### src/rtl/uart_pkg.sv
// uart_pkg: definitions shared by the UART receive and transmit blocks.
//   uart_state_t     - line-state encoding common to uart_rx and uart_tx
//   DATA_W           - serial character width (8N1 framing)
//   CLKS_PER_BIT_DEF - default baud divider, matches the baud configuration
//   CNT_W            - width of the per-bit clock counter (dividers up to 1023)
package uart_pkg;

    localparam int DATA_W           = 8;
    localparam int CLKS_PER_BIT_DEF = 16;
    localparam int CNT_W            = 10;

    typedef enum logic [2:0] {
        IDLE,
        START,
        DATA,
        STOP,
        BREAK
    } uart_state_t;

endpackage

### src/rtl/uart_rx_if.sv
// uart_rx_if: serial input plus received-byte outputs of the UART receiver.
//   i_rx        - serial line (driven by the pad / line side)
//   o_data      - last good byte
//   o_valid     - one-cycle strobe, o_data valid in the same cycle
//   o_frame_err - one-cycle strobe, stop bit sampled low
//   o_busy      - receiver is not idle
// master: the receiver itself; slave: the consumer / line driver.
interface uart_rx_if;
    import uart_pkg::*;

    logic              i_rx;
    logic [DATA_W-1:0] o_data;
    logic              o_valid;
    logic              o_frame_err;
    logic              o_busy;

    modport master (input i_rx, output o_data, o_valid, o_frame_err, o_busy);
    modport slave  (output i_rx, input o_data, o_valid, o_frame_err, o_busy);

endinterface

### src/rtl/uart_rx_sync.sv
// uart_rx_sync: two-flop synchroniser for an asynchronous single-bit input.
//   clk   - destination clock
//   reset - asynchronous, active-low; both flops load RST_VAL
//   d     - asynchronous input
//   q     - synchronised output, two clk cycles of latency
module uart_rx_sync #(
    parameter logic RST_VAL = 1'b1
) (
    input  logic clk,
    input  logic reset,
    input  logic d,
    output logic q
);

    logic meta;

    always_ff @(posedge clk or negedge reset) begin
        if (!reset) begin
            meta <= RST_VAL;
            q    <= RST_VAL;
        end else begin
            meta <= d;
            q    <= meta;
        end
    end

endmodule

### src/rtl/uart_rx.sv
// uart_rx: 8N1 UART receiver.
//   clk   - system clock, rising edge
//   reset - asynchronous, active-low
//   bus   - uart_rx_if.master: i_rx in; o_data, o_valid, o_frame_err, o_busy out
// The start bit is re-checked at mid-bit, after which every sample lands one
// full bit period later, i.e. at the centre of each data bit and the stop bit.
module uart_rx
    import uart_pkg::*;
#(
    parameter int CLKS_PER_BIT = CLKS_PER_BIT_DEF
) (
    input  logic          clk,
    input  logic          reset,
    uart_rx_if.master     bus
);

    localparam int               HALF_BIT  = CLKS_PER_BIT / 2;
    localparam int               IDX_W     = $clog2(DATA_W);
    localparam logic [CNT_W-1:0] HALF_LAST = CNT_W'(HALF_BIT - 1);
    localparam logic [CNT_W-1:0] BIT_LAST  = CNT_W'(CLKS_PER_BIT - 1);
    localparam logic [IDX_W-1:0] IDX_LAST  = IDX_W'(DATA_W - 1);

    logic              rx_s;
    uart_state_t       state;
    logic [CNT_W-1:0]  cnt;
    logic [IDX_W-1:0]  bit_idx;
    logic [DATA_W-1:0] shreg;
    logic [DATA_W-1:0] data_q;
    logic              valid_q;
    logic              ferr_q;
    logic              busy_q;

    // Idle line is high, so the synchroniser resets to 1 to avoid a false start.
    uart_rx_sync #(.RST_VAL(1'b1)) u_sync (
        .clk   (clk),
        .reset (reset),
        .d     (bus.i_rx),
        .q     (rx_s)
    );

    always_ff @(posedge clk or negedge reset) begin
        if (!reset) begin
            state   <= IDLE;
            cnt     <= '0;
            bit_idx <= '0;
            shreg   <= '0;
            data_q  <= '0;
            valid_q <= 1'b0;
            ferr_q  <= 1'b0;
            busy_q  <= 1'b0;
        end else begin
            valid_q <= 1'b0;
            ferr_q  <= 1'b0;
            case (state)
                IDLE: begin
                    if (!rx_s) begin
                        state  <= START;
                        cnt    <= '0;
                        busy_q <= 1'b1;
                    end
                end
                START: begin
                    if (cnt == HALF_LAST) begin
                        if (rx_s) begin
                            // Low pulse shorter than half a bit: treat as noise.
                            state  <= IDLE;
                            busy_q <= 1'b0;
                        end else begin
                            state   <= DATA;
                            cnt     <= '0;
                            bit_idx <= '0;
                        end
                    end else begin
                        cnt <= cnt + 1'b1;
                    end
                end
                DATA: begin
                    if (cnt == BIT_LAST) begin
                        // LSB arrives first, so shifting right leaves it in [0].
                        shreg   <= {rx_s, shreg[DATA_W-1:1]};
                        cnt     <= '0;
                        bit_idx <= bit_idx + 1'b1;
                        if (bit_idx == IDX_LAST)
                            state <= STOP;
                    end else begin
                        cnt <= cnt + 1'b1;
                    end
                end
                STOP: begin
                    if (cnt == BIT_LAST) begin
                        cnt <= '0;
                        if (rx_s) begin
                            data_q  <= shreg;
                            valid_q <= 1'b1;
                            state   <= IDLE;
                            busy_q  <= 1'b0;
                        end else begin
                            ferr_q <= 1'b1;
                            state  <= BREAK;
                        end
                    end else begin
                        cnt <= cnt + 1'b1;
                    end
                end
                BREAK: begin
                    // Hold here until the line recovers so a break is not
                    // mistaken for a new start bit.
                    if (rx_s) begin
                        state  <= IDLE;
                        busy_q <= 1'b0;
                    end
                end
                default: begin
                    state  <= IDLE;
                    busy_q <= 1'b0;
                end
            endcase
        end
    end

    assign bus.o_data      = data_q;
    assign bus.o_valid     = valid_q;
    assign bus.o_frame_err = ferr_q;
    assign bus.o_busy      = busy_q;

endmodule

### src/flat_wrapper.sv
// flat-port wrapper written by rule: the top's interface ports become plain ports
module uart_rx_flat import uart_pkg::*;
#(
    parameter int CLKS_PER_BIT = CLKS_PER_BIT_DEF
)
  (clk, reset, bus_i_rx, bus_o_data, bus_o_valid, bus_o_frame_err, bus_o_busy);
  uart_rx_if bus_i ();
  input  logic clk;
  input  logic reset;
  input wire logic [$bits(bus_i.i_rx)-1:0] bus_i_rx;
  output wire logic [$bits(bus_i.o_data)-1:0] bus_o_data;
  output wire logic [$bits(bus_i.o_valid)-1:0] bus_o_valid;
  output wire logic [$bits(bus_i.o_frame_err)-1:0] bus_o_frame_err;
  output wire logic [$bits(bus_i.o_busy)-1:0] bus_o_busy;
  assign bus_i.i_rx = bus_i_rx;
  assign bus_o_data = bus_i.o_data;
  assign bus_o_valid = bus_i.o_valid;
  assign bus_o_frame_err = bus_i.o_frame_err;
  assign bus_o_busy = bus_i.o_busy;
  uart_rx #(.CLKS_PER_BIT(CLKS_PER_BIT)) u_core (.clk(clk), .reset(reset), .bus(bus_i));
endmodule
### config.mk
export PLATFORM = sky130hd
export DESIGN_NAME = uart_rx_flat
export DESIGN_NICKNAME = d
export VERILOG_FILES = /design/src/rtl/uart_pkg.sv /design/src/rtl/uart_rx_if.sv /design/src/rtl/uart_rx_sync.sv /design/src/rtl/uart_rx.sv /design/src/flat_wrapper.sv
export SDC_FILE = /design/constraint.sdc
export NUM_CORES = 1
export LEC_CHECK = 0
export BUFFER_PORTS_ARGS = -buffer_cell sky130_fd_sc_hd__buf_4
export CORE_MARGIN = 2
export CORE_UTILIZATION = 25
export DETAILED_ROUTE_END_ITERATION = 8
export PLACE_DENSITY = 0.4
export SLEW_MARGIN = 20
export SYNTH_ARGS = -nofsm -noshare
export SYNTH_HDL_FRONTEND = slang
export SYNTH_SLANG_ARGS = --single-unit
export TNS_END_PERCENT = 30
### constraint.sdc
create_clock -name clk -period 4.1 [get_ports clk]
set_input_delay 0.41 -clock clk [delete_from_list [all_inputs] [get_ports clk]]
set_output_delay 0.41 -clock clk [all_outputs]
set_load 0.005 [all_outputs]
Word level (Yosys, flattened, before mapping)
Index checks and enable logic that the tools add are counted.
{"block": "classes", "n_addsub": 2, "bitwise_logic": 1, "n_reduce_logical": 9, "mux": 28, "eq_ne": 14}
{"operator": "2-to-1 mux 10 bit", "n": 3}
{"operator": "2-to-1 mux 3 bit", "n": 10}
{"operator": "case mux 10 bit (3 select lines)", "n": 1}
{"operator": "case mux 3 bit (5 select lines)", "n": 1}
{"operator": "adder 10 x 1 -> 10 bit, second input constant", "n": 1}
{"operator": "== test 10 x 3 -> 1 bit, second input constant", "n": 1}
{"operator": "== test 10 x 4 -> 1 bit, second input constant", "n": 1}
{"operator": "2-to-1 mux 1 bit", "n": 10}
{"operator": "inequality test 2 x 1 -> 1 bit, second input constant", "n": 4}
{"operator": "AND reduction 4 bit", "n": 2}
{"operator": "== test 3 x 2 -> 1 bit, second input constant", "n": 2}
{"operator": "== test 3 bit, second input constant", "n": 2}
{"operator": "inequality test 2 bit, second input constant", "n": 3}
{"operator": "case mux 3 bit (2 select lines)", "n": 1}
{"operator": "AND reduction 6 bit", "n": 1}
{"operator": "case mux 1 bit (5 select lines)", "n": 1}
{"operator": "adder 3 x 1 -> 3 bit, second input constant", "n": 1}
{"operator": "== test 3 x 1 -> 1 bit, second input constant", "n": 1}
{"operator": "zero test 3 bit", "n": 1}
{"operator": "AND reduction 3 bit", "n": 1}
{"operator": "nonzero test 3 bit", "n": 1}
{"operator": "2-to-1 mux 2 bit", "n": 1}
{"operator": "AND reduction 2 bit", "n": 1}
{"operator": "nonzero test 2 bit", "n": 1}
{"operator": "2 further kinds", "n": 2}
{"block": "word_totals", "inputBits": 3, "wordCells": 64, "out_inout_bits": 11, "register_bits": 37}

Depth between registers and ports, before layout
{"block": "depth", "ltp_word": 4, "depth_mapped": 7, "depth_no_buf": 5}

Cells and area by module
Synthesis repeated with hierarchy kept, for this count alone.
{"block": "hier_totals", "cells_unflattened": 157, "area_unflattened_um2": 1785.5}
{"mod": "uart_rx", "area_per_inst_um2": 1732.9, "seq_area_each_um2": 875.8, "cells_each": 155, "n_inst": 1}
{"mod": "uart_rx_sync", "area_per_inst_um2": 52.6, "seq_area_each_um2": 52.6, "cells_each": 2, "n_inst": 1}

Worst setup path after synthesis
No wires, ideal clock.
{"block": "synth_path", "path_kind": "reg-to-reg", "startpoint": "register u_core.cnt[0]", "endpoint": "register u_core.data_q[0], in the netlist u_core.bus.o_data[0]", "t_required_ns": 3.975, "period_less_slack_ns": 2.110, "arrival_ns": 1.984, "n_path_buf": 2, "path_stages_with_launch": 8, "setup_time_ns": 0.125, "slack_ns": 1.990, "cell_sequence": "dfrtp_1 ha_1 and3_1 clkbuf_1 nand3_2 or4b_1 buf_6 mux2_4"}
{"block": "synth_via", "elab_chain_cells": 2}
{"element": "start: declaration", "line": "uart_rx.sv:25", "text": "logic [CNT_W-1:0] cnt;"}
{"element": "start signal: assignment", "line": "uart_rx.sv:74", "text": "cnt <= cnt + 1'b1;"}
{"element": "start signal: assignment", "line": "uart_rx.sv:86", "text": "cnt <= cnt + 1'b1;"}
{"element": "start signal: assignment", "line": "uart_rx.sv:102", "text": "cnt <= cnt + 1'b1;"}
{"element": "== test 10 x 4 -> 1 bit", "line": "uart_rx.sv:90", "text": "if (cnt == BIT_LAST) begin"}
{"element": "AND reduction 3 bit (no source line)"}
{"element": "end signal: assignment", "line": "uart_rx.sv:93", "text": "data_q <= shreg;"}
{"element": "end: declaration", "line": "uart_rx.sv:28", "text": "logic [DATA_W-1:0] data_q;"}
Every way passes these cells.
A chain may end at the register's enable or synchronous reset.

Worst setup path after layout
{"block": "layout_path", "startpoint": "register u_core.cnt[5]", "endpoint": "register u_core.data_q[3], in the netlist u_core.bus.o_data[3]"}
Same word-level chain as after synthesis.

==> results.md <==
* Outcome: complete, no violations
* Synth top area cells: dfrtp_1 (49%), mux2_4 (6.7%), mux2_2 (5.6%)
* R2r worst-path depth at 4
* Hold_ws at 89.8 ps
* Total GRT Usage at 0.105
* DRT iter0 DRCs at 74
* Setup violators final at 0
* Seq pwr share at 0.486
* Final Cycle Share at 0.613
* Die Span X at 89.0 um
* # diodes at 0
* Commonest non-fill, non-tap cell in the layout: dfrtp_1
* Reg2Reg Capture Point: u_core.bus.o_data[3]
* Synth area leader: dfrtp_1
* RSZ-0062 raised after global routing: no
* Post-synth EDFFs at 0
* P_sw at 0.000320 W
* Slew HR at 0.533
* Port bufs at 13
* Postcts setup bufs at 0
* Sequential area share after synthesis at 0.514
* Post-synthesis cell count at 158
* Post-DRT Antenna Nets at 0
* Post-route cell area at 2090 um2
* Area Overhead vs Synth at 16.0%
* Fillcell total at 727
* Reg-to-reg startpoint: u_core.cnt[5]
* TritonRoute pass-1 iters at 4
* CP endpoint: u_core.bus.o_data[3]
* Placed inst area at 2000 um2
* CTS Buf Count at 5
* Worst Setup End Kind: flop
* Crit path launch: u_core.cnt[5]
* Pin count of the biggest net entering global routing at 38
* CP max FO at 9
* Drt drc at 0
* Die Footprint at 7920 um2
* Internal power at 0.000621 W
* Clock power share at 0.278
* Post-Route WL at 3640 um
* Longest Clk Path Bufs at 2
* Yosys warnings at 0
* Setup_tns at 0 ps
* R2R setup slack at 1580 ps
* Crit start category: flop
* Global-route wire length before repair at 6310 um
* Core Region at 6910 um2
* Top FF cell, synth: dfrtp_1
* Routability cong. at 0.764
* # rows at 30
* Fmax at 398 MHz
* Via count at 1248
* Leak Pwr at 0.939 nW
* Actual slew at the worst max-slew pin at 695 ps
* Clock Root Buffer: clkbuf_8
* Top cell type's share of synthesized area at 0.485
* WP data required at 4270 ps
* Vias per cell at 4.69
* Class of the worst hold path: in2async
* Synthesized area per cell at 11.4 um2
* Routed length per instance at 13.7 um
* Starting Density at 0.261
* Post-synth ARST share at 1.00
* Share of post-route cells with drive strength above 1 at 0.288
* Final nets at 176
* IO Pins at 14
* Net count after synthesis at 164
* Clk sinks at 37
* Initial antenna violation count at 0
* Max Clock Skew at 3.51 ps
* Global route overflow at 0
* Cts repair resizes at 0
* CP Class: reg2reg
* Cell Area, Synth at 1810 um2
* Synth Register Bits at 37
* Crit path time final at 2520 ps
* Post-synth cell types at 43
* VDD IR max at 0.000140 V
* H-tree lvl count at 2
* Die Ht at 89.0 um
* Highest-count cells in the layout ignoring fill and taps: dfrtp_1 (35), buf_4 (15), inv_1 (12)
* Power Density at 449 nW/um2
* Max-slew violation count at 0
* Max_cap viols at 0
* Worst-path clk slew at 80 ps
* CTS tree: done
* Sw Share at 0.340
* Fin. Hold Viols at 0
* CTS Hold Bufs at 0
* Vias in the first global route at 1231
* Combinational share of power at 0.236
* DP HPWL at 2420 um
* Clock Latency Late Sink at 280 ps
* Arrival time worst endpoint at 2680 ps
-- metal layers --
layer  share of wire  vias up  track usage  routed length [um]
met3           0.040        2       0.0249                 147
met1            0.52      613        0.157                1880
met4           0.012        0       0.0448                  42
met2            0.43       22        0.145                1570
met5               0        -            0                   0
li1                -      611            -                   -
-- synthesized netlist by cell type, types with 3 or more instances --
| cell type | instances |
|---|---|
| inv_1 | 12 |
| o22ai_1 | 3 |
| o221ai_1 | 6 |
| nor3_1 | 4 |
| nand3_1 | 6 |
| mux2_2 | 9 |
| o21ai_0 | 5 |
| ha_1 | 3 |
| clkbuf_1 | 6 |
| mux2_4 | 8 |
| dfrtp_1 | 35 |
| a31oi_1 | 4 |
| nor2_1 | 4 |
| o211ai_1 | 6 |
| nand2_1 | 8 |
| nor4_1 | 5 |
-- power by group through the flow --
stage               clock, W  sequential, W  combinational [W]
finish              0.000261       0.000457           0.000222
global route        0.000288       0.000465           0.000253
CTS                 0.000273       0.000453           0.000222
detailed placement         0       0.000460           0.000220
global placement           0       0.000460           0.000219
floorplan                  0       0.000433           0.000171
-- area by class of cell --
class | count | area [um2] | area share
Tap cell | 96 | 120 | 0.0573
Multi-Input combinational cell | 99 | 798 | 0.381
Clock buffer | 6 | 82.6 | 0.0394
Inverter | 12 | 45.0 | 0.0215
Timing Repair Buffer | 15 | 113 | 0.0538
Clock inverter | 1 | 7.51 | 0.00358
Sequential cell | 37 | 928 | 0.443
-- worst min path at each step --
stage                       startpoint           endpoint  cells past startpoint
global route                     reset    u_core.state[1]                      1
detailed placement  u_core.u_sync.meta    u_core.u_sync.q                      0
floorplan                        reset  u_core.bit_idx[0]                      0
finish                           reset      u_core.cnt[6]                      1
global placement    u_core.u_sync.meta    u_core.u_sync.q                      0
CTS                              reset      u_core.cnt[5]                      1
-- worst max-delay path, cell delays in order, from the launching register on --
cell	delay, ps
dfrtp_1	470
nor4_4	500
nand3_2	180
or4b_1	840
mux2_4	410
-- cells by family after synthesis --
logic type / after synthesis / share of synthesized area
and+or+nand+nor: 43 / 0.143
DFF: 37 / 0.514
AOI/OAI and AO/OA: 34 / 0.136
buffers and inverters: 22 / 0.0520
muxes: 18 / 0.128
adders and majority gates: 4 / 0.0263
-- stage by stage --
step,utilization,setup slack [ps],total power [W],instances
after floorplan,-,1990,0.000604,158
after global placement,0.289,1630,0.000679,259
after detailed placement,0.289,1550,0.000680,259
after CTS,0.302,1540,0.000948,266
after global routing,0.303,1510,0.00101,266
final,0.303,1580,0.000940,266
-- registers in the layout, summed over array words and instances, names as in the netlist --
signal	flops
u_core.cnt	10
u_core.bus.o_data	8
u_core.shreg	8
u_core.bit_idx	3
u_core.state	3
u_core.bus.o_busy	1
u_core.bus.o_frame_err	1
u_core.bus.o_valid	1
u_core.u_sync.meta	1
u_core.u_sync.q	1
Note: power is estimated with default switching activity, not from simulation.
